$ cat src/rtl/msx_mouse_reader.sv
// Host-side MSX joystick-port mouse reader: strobes the port, reads four nibbles per frame,
// and presents signed X/Y deltas and buttons. Define MSX_MOUSE_ACCUM_EN for saturating accumulators.
module msx_mouse_reader #(
  parameter int DELAY  = 1000,
  parameter int PERIOD = 400000
) (
  input  logic       clk_sys,
  input  logic       reset_n,
  input  logic       enable,
`ifdef MSX_MOUSE_ACCUM_EN
  input  logic       acc_clr,
`endif
  input  logic [5:0] joy_in,
  output logic       stra,
  output logic [7:0] dx,
  output logic [7:0] dy,
  output logic [1:0] btn,
  output logic       valid,
  output logic       present,
  output logic       busy
);

  localparam int PER_W = $clog2(PERIOD + 1);
  localparam int DLY_W = $clog2(DELAY + 1);

  typedef enum logic [2:0] {IDLE, TOGGLE, WAIT, SAMPLE, DONE} state_t;

  state_t            state, state_nxt;
  logic [5:0]        joy_p0, joy_p1;
  logic [PER_W-1:0]  per_cnt;
  logic [DLY_W-1:0]  dly_cnt;
  logic [1:0]        idx;
  logic [3:0][3:0]   slot;
  logic              per_done, dly_done, all_f;
  logic signed [7:0] x_raw, y_raw, dx_new;

  function automatic logic signed [7:0] neg_wrap(input logic signed [7:0] v);
    return 8'sd0 - v;
  endfunction

`ifdef MSX_MOUSE_ACCUM_EN
  function automatic logic signed [7:0] sat_add(input logic signed [7:0] a,
                                                input logic signed [7:0] b);
    logic signed [8:0] s;
    s = {a[7], a} + {b[7], b};
    if (s > 9'sd127)
      return 8'sd127;
    else if (s < -9'sd128)
      return -8'sd128;
    return s[7:0];
  endfunction
`endif

  assign per_done = (per_cnt == PER_W'(PERIOD - 1));
  assign dly_done = (dly_cnt == DLY_W'(DELAY - 1));
  assign x_raw    = {slot[0], slot[1]};
  assign y_raw    = {slot[2], slot[3]};
  assign dx_new   = neg_wrap(x_raw);
  // An all-ones frame is what an idle joystick reads; it is not treated as a mouse
  assign all_f    = &slot;

  // Stage p0/p1: two-flop synchronizer on the raw port pins
  always_ff @(posedge clk_sys) begin
    joy_p0 <= joy_in;
    joy_p1 <= joy_p0;
  end

  always_ff @(posedge clk_sys) begin
    if (state == SAMPLE)
      slot[idx] <= joy_p1[3:0];
  end

  always_ff @(posedge clk_sys) begin
    if (!reset_n)
      state <= IDLE;
    else
      state <= state_nxt;
  end

  always_comb begin
    state_nxt = state;
    unique case (state)
      IDLE:    if (per_done && enable) state_nxt = TOGGLE;
      TOGGLE:  state_nxt = WAIT;
      WAIT:    if (dly_done) state_nxt = SAMPLE;
      SAMPLE:  state_nxt = (idx == 2'd3) ? DONE : TOGGLE;
      DONE:    state_nxt = IDLE;
      default: state_nxt = IDLE;
    endcase
  end

  always_ff @(posedge clk_sys) begin
    if (!reset_n) begin
      per_cnt <= '0;
      dly_cnt <= '0;
      idx     <= '0;
      stra    <= 1'b0;
      busy    <= 1'b0;
      valid   <= 1'b0;
      present <= 1'b0;
      btn     <= '0;
      dx      <= '0;
      dy      <= '0;
    end else begin
      valid <= 1'b0;
      unique case (state)
        IDLE: begin
          if (!per_done)
            per_cnt <= per_cnt + 1'b1;
          else if (enable)
            per_cnt <= '0;
        end
        TOGGLE: begin
          stra    <= ~stra;
          busy    <= 1'b1;
          dly_cnt <= '0;
        end
        WAIT:   dly_cnt <= dly_cnt + 1'b1;
        SAMPLE: idx <= idx + 1'b1;
        DONE: begin
          btn     <= ~joy_p1[5:4];
          present <= ~all_f;
          valid   <= ~all_f;
          idx     <= '0;
          busy    <= 1'b0;
          per_cnt <= '0;
        end
        default: ;
      endcase
`ifdef MSX_MOUSE_ACCUM_EN
      // A clear coinciding with a new frame keeps only the new delta
      if (state == DONE && !all_f) begin
        dx <= acc_clr ? dx_new : sat_add(dx, dx_new);
        dy <= acc_clr ? y_raw  : sat_add(dy, y_raw);
      end else if (acc_clr) begin
        dx <= '0;
        dy <= '0;
      end
`else
      if (state == DONE && !all_f) begin
        dx <= dx_new;
        dy <= y_raw;
      end
`endif
    end
  end

endmodule
$ cat config.mk
export PLATFORM = sky130hd
export DESIGN_NAME = msx_mouse_reader
export DESIGN_NICKNAME = d
export VERILOG_FILES = /design/src/rtl/msx_mouse_reader.sv
export SDC_FILE = /design/constraint.sdc
export NUM_CORES = 1
export LEC_CHECK = 0
export CORE_MARGIN = 3
export CORE_UTILIZATION = 61
export DETAILED_ROUTE_END_ITERATION = 7
export HOLD_SLACK_MARGIN = 0.06
export PLACE_DENSITY = 0.84
export SKIP_CTS_REPAIR_TIMING = 1
export SYNTH_ARGS = -nofsm -noshare
export SYNTH_HDL_FRONTEND = slang
export SYNTH_SLANG_ARGS = --single-unit
$ cat constraint.sdc
create_clock -name clk_sys -period 3.51 [get_ports clk_sys]
set_clock_uncertainty 0.1 [all_clocks]
set_input_delay 0.351 -clock clk_sys [delete_from_list [all_inputs] [get_ports clk_sys]]
set_output_delay 0.351 -clock clk_sys [all_outputs]
set_load 0.02 [all_outputs]
==> reports/results.ini, run 1 <==
[placed_design]
post-place-ws_ns = 1.244
hpwl_mm = 4.520
routabilityCongestion = 0.8260
numPortBuffers = 30
postPlaceCellArea_um2 = 3916

[setup_path]
worst_setup_path_end_kind = register
arrival_ns = 2.48
critPathSlowestCell = a21oi_2
cp-start-kind = register
cp_max_fo = 25
cp_cell_sequence = ha_1 > nand3_1 > nor3_4 > a21oi_2 > o21ai_0 > a31oi_1
r2r_start = per_cnt[0]
startpoint = per_cnt[0]
worstPathRequired_ns = 3.68
path_class = register to register
worst_path_largest_cell_delay_ns = 0.76

[final_layout]
final_common_cell = dfxtp_1
stdcell_area_um2 = 4108
multi_input_area_um2 = 1643
area_delta_synth_final_pct = 14.71
seqCellArea_um2 = 1842
drive_above_1_share_pct = 8.247
fin_util_pct = 73.25
nets = 400
antenna_cells = 0
fill_cells = 415
most-common-layout-cells = dfxtp_1 (68), nand2_1 (33), clkdlybuf4s50_1 (30), nor2b_1 (22), mux2i_1 (20)

[timing]
max-slew-margin-rel_pct = 35.97
setup_violations = 0
timing.hold.ws_ns = 0.2300
worst_pin_slew_ns = 0.9604
fmax_mhz = 433.0
hold_viol = 0
rsz0062_at_grt = false
fin_ws_ns = 1.201
period_needed_ns = 2.309
final_max_slew_viol_count = 0
post-route-period-util_pct = 65.79
tns_ns = 0

[synthesis]
yosysTopAreaCell = dfxtp_1
yosys.area.top_type_share_pct = 38.02
synth_nets = 371
async_flop_share_pct = 0
syn_area_um2 = 3581
synth_area_per_cell_um2 = 10.12
synthCells = 354
ys_ff_latch = 84
ys_warn_count = 0
synthDistinctLibCells = 57
ys_seq_area_share_pct = 51.43
synthFlopType = dfxtp_1
synth_edf_count = 16
synth_area_leaders = dfxtp_1 (38%), edfxtp_1 (13%), mux2i_1 (5.6%)

[clocking]
clk_pin_slew_worst_paths_ns = 0.08
cts_root_buf = clkbuf_8
cts_buffers = 9
clk_path_buf_depth = 2
cts_tree = done
clk_latency_ns = 0.35
cts.htree.levels = 3
clock-sinks = 84

[route]
wl_met1_mm = 3.059
routed-via-count = 2652
drt_iter0_drc = 160
wl_per_cell_um = 14.58
ant_nets = 0
top_layer = met4
via_per_inst = 5.765
dr_wl_met3_um = 221
routed_wl_mm = 6.708
first_pass_iters = 5
remaining_drc_errors = 0
routed-wl-met2_mm = 3.270

[pwr]
peakVddDrop_mv = 0.2856
power.leakage_nw = 1.424
p_per_area_nw_per_um2 = 414.6

[floorplan]
die_h_um = 82.62
core_area_um2 = 5608
die_w_um = 82.62
pin_count = 31
floorplan.rows = 27
dieArea_um2 = 6826
start_util_pct = 63.86

[global_routing]
grt_pass1_wl_mm = 11.15
grt_max_degree = 46
gr-total-overflow = 0
grt_util_all_layers_pct = 21.59
antenna_found_initial = 0
grt_pass1_vias = 2443

[status]
status = complete, no violations

[hold_path]
hold_class = register to register
min_from = joy_p0[0]

[flow_run]
maxCapViolations = 0

worst paths after layout:
kind	endpoint	cells after the start	slack, ns
setup / recovery	per_cnt[10]	6	1.20
hold reg to reg	joy_p1[0]	0	0.23
hold / removal	joy_p1[0]	0	0.23
setup reg to reg	per_cnt[10]	6	1.20
critical path: cells and delay by family (launching register included):
family,cells,cell delay [ns]
compound gates,3,1.27
fa+ha+maj,1,0.24
flops,1,0.35
simple gates,2,0.28
layer usage:
layer  up-vias  GRT usage (%)
met5         -              0
met4         0          10.95
met3        16          3.688
met2        51          34.86
met1      1257          27.84
li1       1328              -
where the power goes:
| group | switching, mW | internal (mW) | leakage (nW) |
|---|---|---|---|
| clock network | 0.342 | 0.325 | 0.0926 |
| logic | 0.0188 | 0.0191 | 0.635 |
| registers | 0.00733 | 0.991 | 0.696 |
registers in the layout, summed over array words and instances, names as in the netlist:
signal,flops
idx,2
dx,8
slot,16
valid,1
state,3
busy,1
btn,2
joy_p0,6
per_cnt,19
dy,8
present,1
joy_p1,6
dly_cnt,10
stra,1
through the flow:
step | std cells | power (mW)
4_1_cts | 460 | 1.709
5_1_grt | 460 | 1.765
3_3_place_gp | 444 | 1.057
6_report | 460 | 1.703
3_5_place_dp | 444 | 1.059
2_1_floorplan | 354 | 1.043
Yosys cell counts, types with 2 or more instances:
master,number
a21oi_1,12
a221o_1,2
xor2_1,2
nand3_1,14
o22ai_1,2
nor2b_1,22
nor4b_1,3
nor3b_1,2
a22oi_1,3
o21ai_0,9
a31o_2,2
and2_1,15
or2_2,3
clkbuf_1,9
a22o_1,3
mux2i_1,20
xnor2_1,7
edfxtp_1,16
and3_1,9
nand2_2,2
nor2_1,19
a31oi_1,10
a41oi_1,3
a21boi_0,2
or3_1,4
ha_1,8
buf_2,2
nand4_1,7
dfxtp_1,68
nand2_1,33
nor3_1,7
inv_1,9
final cells by class:
class	count	area share, %
clock buffer	9	3.016
clock inverter	7	1.645
inverter	9	0.8224
multi-input combinational	248	39.99
sequential	84	44.84
tap	72	2.193
timing repair buffer	31	7.493
cell families after synthesis:
family | Yosys count | share of synthesized area, %
AND/OR/NAND/NOR | 155 | 24.70
flip-flops | 84 | 51.43
AO/OA/AOI/OAI | 54 | 9.959
buffers and inverters | 22 | 2.690
multiplexers | 22 | 6.219
XOR/XNOR | 9 | 2.201
adder cells (fa/ha/maj) | 8 | 2.795
Power figures use the tool's default switching activity.
==> run 2: changes to the inputs <==
Settings changed: CORE_UTILIZATION 61 to 51, PLACE_DENSITY 0.84 to 0.75.
Clock period 3.51 ns to 1.9 ns, I/O delays scaled along.
==> run 2 against run 1 <==
The flow now finishes with violations (setup timing); total power grew 91%; wire length grew 12%; clock-buffer cell count grew 2; sequential power grew 84%; clock power grew 93%; combinational power grew to 3.1 times the previous value; global-route usage shrank 3.0 points; critical path depth shrank 1; non-clock buffer count grew 38; setup slack lost 1.3 ns; flip-flop and latch count is the same; critical path type unchanged; highest routed layer unchanged.
==> reports/results.ini, run 2 (synthesized netlist as in run 1, its figures left out) <==
[final_layout]
largest_register_ffs = 19
layout.cells.non_filler = 520
stdcell_area_um2 = 4599
nets = 439
antenna_cells = 0
drive_above_1_share_pct = 20.61
area_delta_synth_final_pct = 28.44
most-common-layout-cells = dfxtp_1 (65), buf_4 (35), nand2_1 (33), clkdlybuf4s50_1 (30), nor2b_1 (22)
regMostFlops = per_cnt
fin_util_pct = 70.03
final_common_cell = dfxtp_1
fill_cells = 516
reg_top3 = per_cnt: 19 flops, slot: 16 flops, dly_cnt: 10 flops

[route]
wl_per_cell_um = 14.40
via_per_inst = 5.313
first_pass_iters = 4
ant_nets = 0
remaining_drc_errors = 0
drt_iter0_drc = 134
routed_wl_mm = 7.488
routed-via-count = 2763

[clocking]
cts_tree = done
cts.htree.levels = 3
clk_latency_ns = 0.34
clk_path_buf_depth = 2
cts_root_buf = clkbuf_8
clk_pin_slew_worst_paths_ns = 0.08
cts_buffers = 9
clock-sinks = 84

[placed_design]
numPortBuffers = 30
routabilityCongestion = 0.7905
postPlaceCellArea_um2 = 4212
hpwl_mm = 5.215
placedCellCount = 499

[setup_path]
r2r_slack_ns = -0.14
r2r_cells = 5
critPathSlowestCell = or4bb_4
cp-start-kind = register
reg2reg_to = per_cnt[6]
r2r_start = per_cnt[18]
arrival_ns = 2.18
startpoint = per_cnt[18]
path_class = register to register
cp_max_fo = 5
worst_path_largest_cell_delay_ns = 0.51
cp_cell_sequence = or4bb_4 > nor3_4 > nand2_2 > o21ai_2 > mux2_2
worstPathRequired_ns = 2.04
cp-endpoint = per_cnt[6]
worst_setup_path_end_kind = register

[pwr]
power.leakage_nw = 1.676
p_clk_share_pct = 39.8
intPower_mw = 2.544
peakVddDrop_mv = 0.4517
p_sw_share_pct = 21.71
p_seq_share_pct = 56.6
power_switching_mw = 0.7058
power.total_mw = 3.250
pwr-share-comb_pct = 3.6
p_per_area_nw_per_um2 = 706.7

[timing]
final_max_slew_viol_count = 0
post-route-period-util_pct = 107.3
fin_ws_ns = -0.1389
fmax_mhz = 490.5
period_needed_ns = 2.039
setup_violations = 18
hold_viol = 0
max-slew-margin-rel_pct = 69.61
tns_ns = -1.286
worst_pin_slew_ns = 0.4542
rsz0062_at_grt = true

[global_routing]
grt_pass1_wl_mm = 12.32
antenna_found_initial = 0
grt_util_all_layers_pct = 18.58
grt_pass1_vias = 2630
gr-total-overflow = 0
grt_max_degree = 35

[floorplan]
start_util_pct = 54.52
core_area_um2 = 6568
die_h_um = 89.80
floorplan.rows = 29
die_w_um = 89.80
dieArea_um2 = 8063
pin_count = 31

[flow_run]
maxCapViolations = 0

[status]
status = complete, but fails checks
violations = setup timing

[hold_path]
hold_depth = 1
hold_class = input pin to register

## run 2: cell types whose count changed in the layout (fill, tap and decap cells not counted), sizes merged
| cell | delta |
|---|---|
| clkinv | -2 |
| clkbuf | +4 |
| clkinvlp | -1 |
| inv | +1 |
| buf | +36 |
| a21oi | +1 |
## run 2: how the worst min path moves through the flow
stage / slack (ns) / endpoint / from
2_1_floorplan: 0.12 / joy_p0[0] / joy_in[0]
3_3_place_gp: 0.21 / joy_p1[4] / joy_p0[4]
3_5_place_dp: 0.21 / joy_p1[4] / joy_p0[4]
4_1_cts: 0.16 / joy_p0[3] / joy_in[3]
5_1_grt: 0.16 / joy_p0[4] / joy_in[4]
6_report: 0.18 / joy_p0[0] / joy_in[0]
## run 2: metrics by stage
step	hold WS (ns)	setup slack, ns
global route	0.1612	-0.2102
floorplan	0.1177	-0.03783
global placement	0.2110	-0.04726
finish	0.1818	-0.1389
CTS	0.1617	-0.1201
detailed placement	0.2138	-0.1050
## run 2: power groups by stage
stage	sequential, mW	clock, mW	combinational, mW
finish	1.84	1.29	0.116
global route	1.84	1.40	0.125
CTS	1.84	1.32	0.0951
detailed placement	1.88	0	0.0947
global placement	1.88	0	0.0925
floorplan	1.88	0	0.0457
## run 2: cell type report
cell class | instances | area, µm² | area share [%]
Inverter | 9 | 33.78 | 0.7345
Tap cell | 93 | 116.4 | 2.530
Timing Repair Buffer | 69 | 644.4 | 14.01
Clock buffer | 11 | 141.4 | 3.074
Sequential cell | 84 | 1846 | 40.13
Clock inverter | 5 | 60.06 | 1.306
Multi-Input combinational cell | 249 | 1758 | 38.22
## run 2: metal layers
layer  part of all wire, %  routed length, µm  GRT usage [%]  up-vias
met3                   3.2                237          4.841       11
met4                   1.8                133          6.386        0
met5                     0                  0              0        -
met2                    49               3645          30.33       47
met1                    46               3471          24.00     1302
li1                      -                  -              -     1403
## run 2: worst max-delay path: cells and delay by family, from the launching register on
kind,cells,cell delay [ns]
multiplexers,1,0.34
AO/OA/AOI/OAI,1,0.14
flip-flops,1,0.40
AND/OR/NAND/NOR,3,0.96
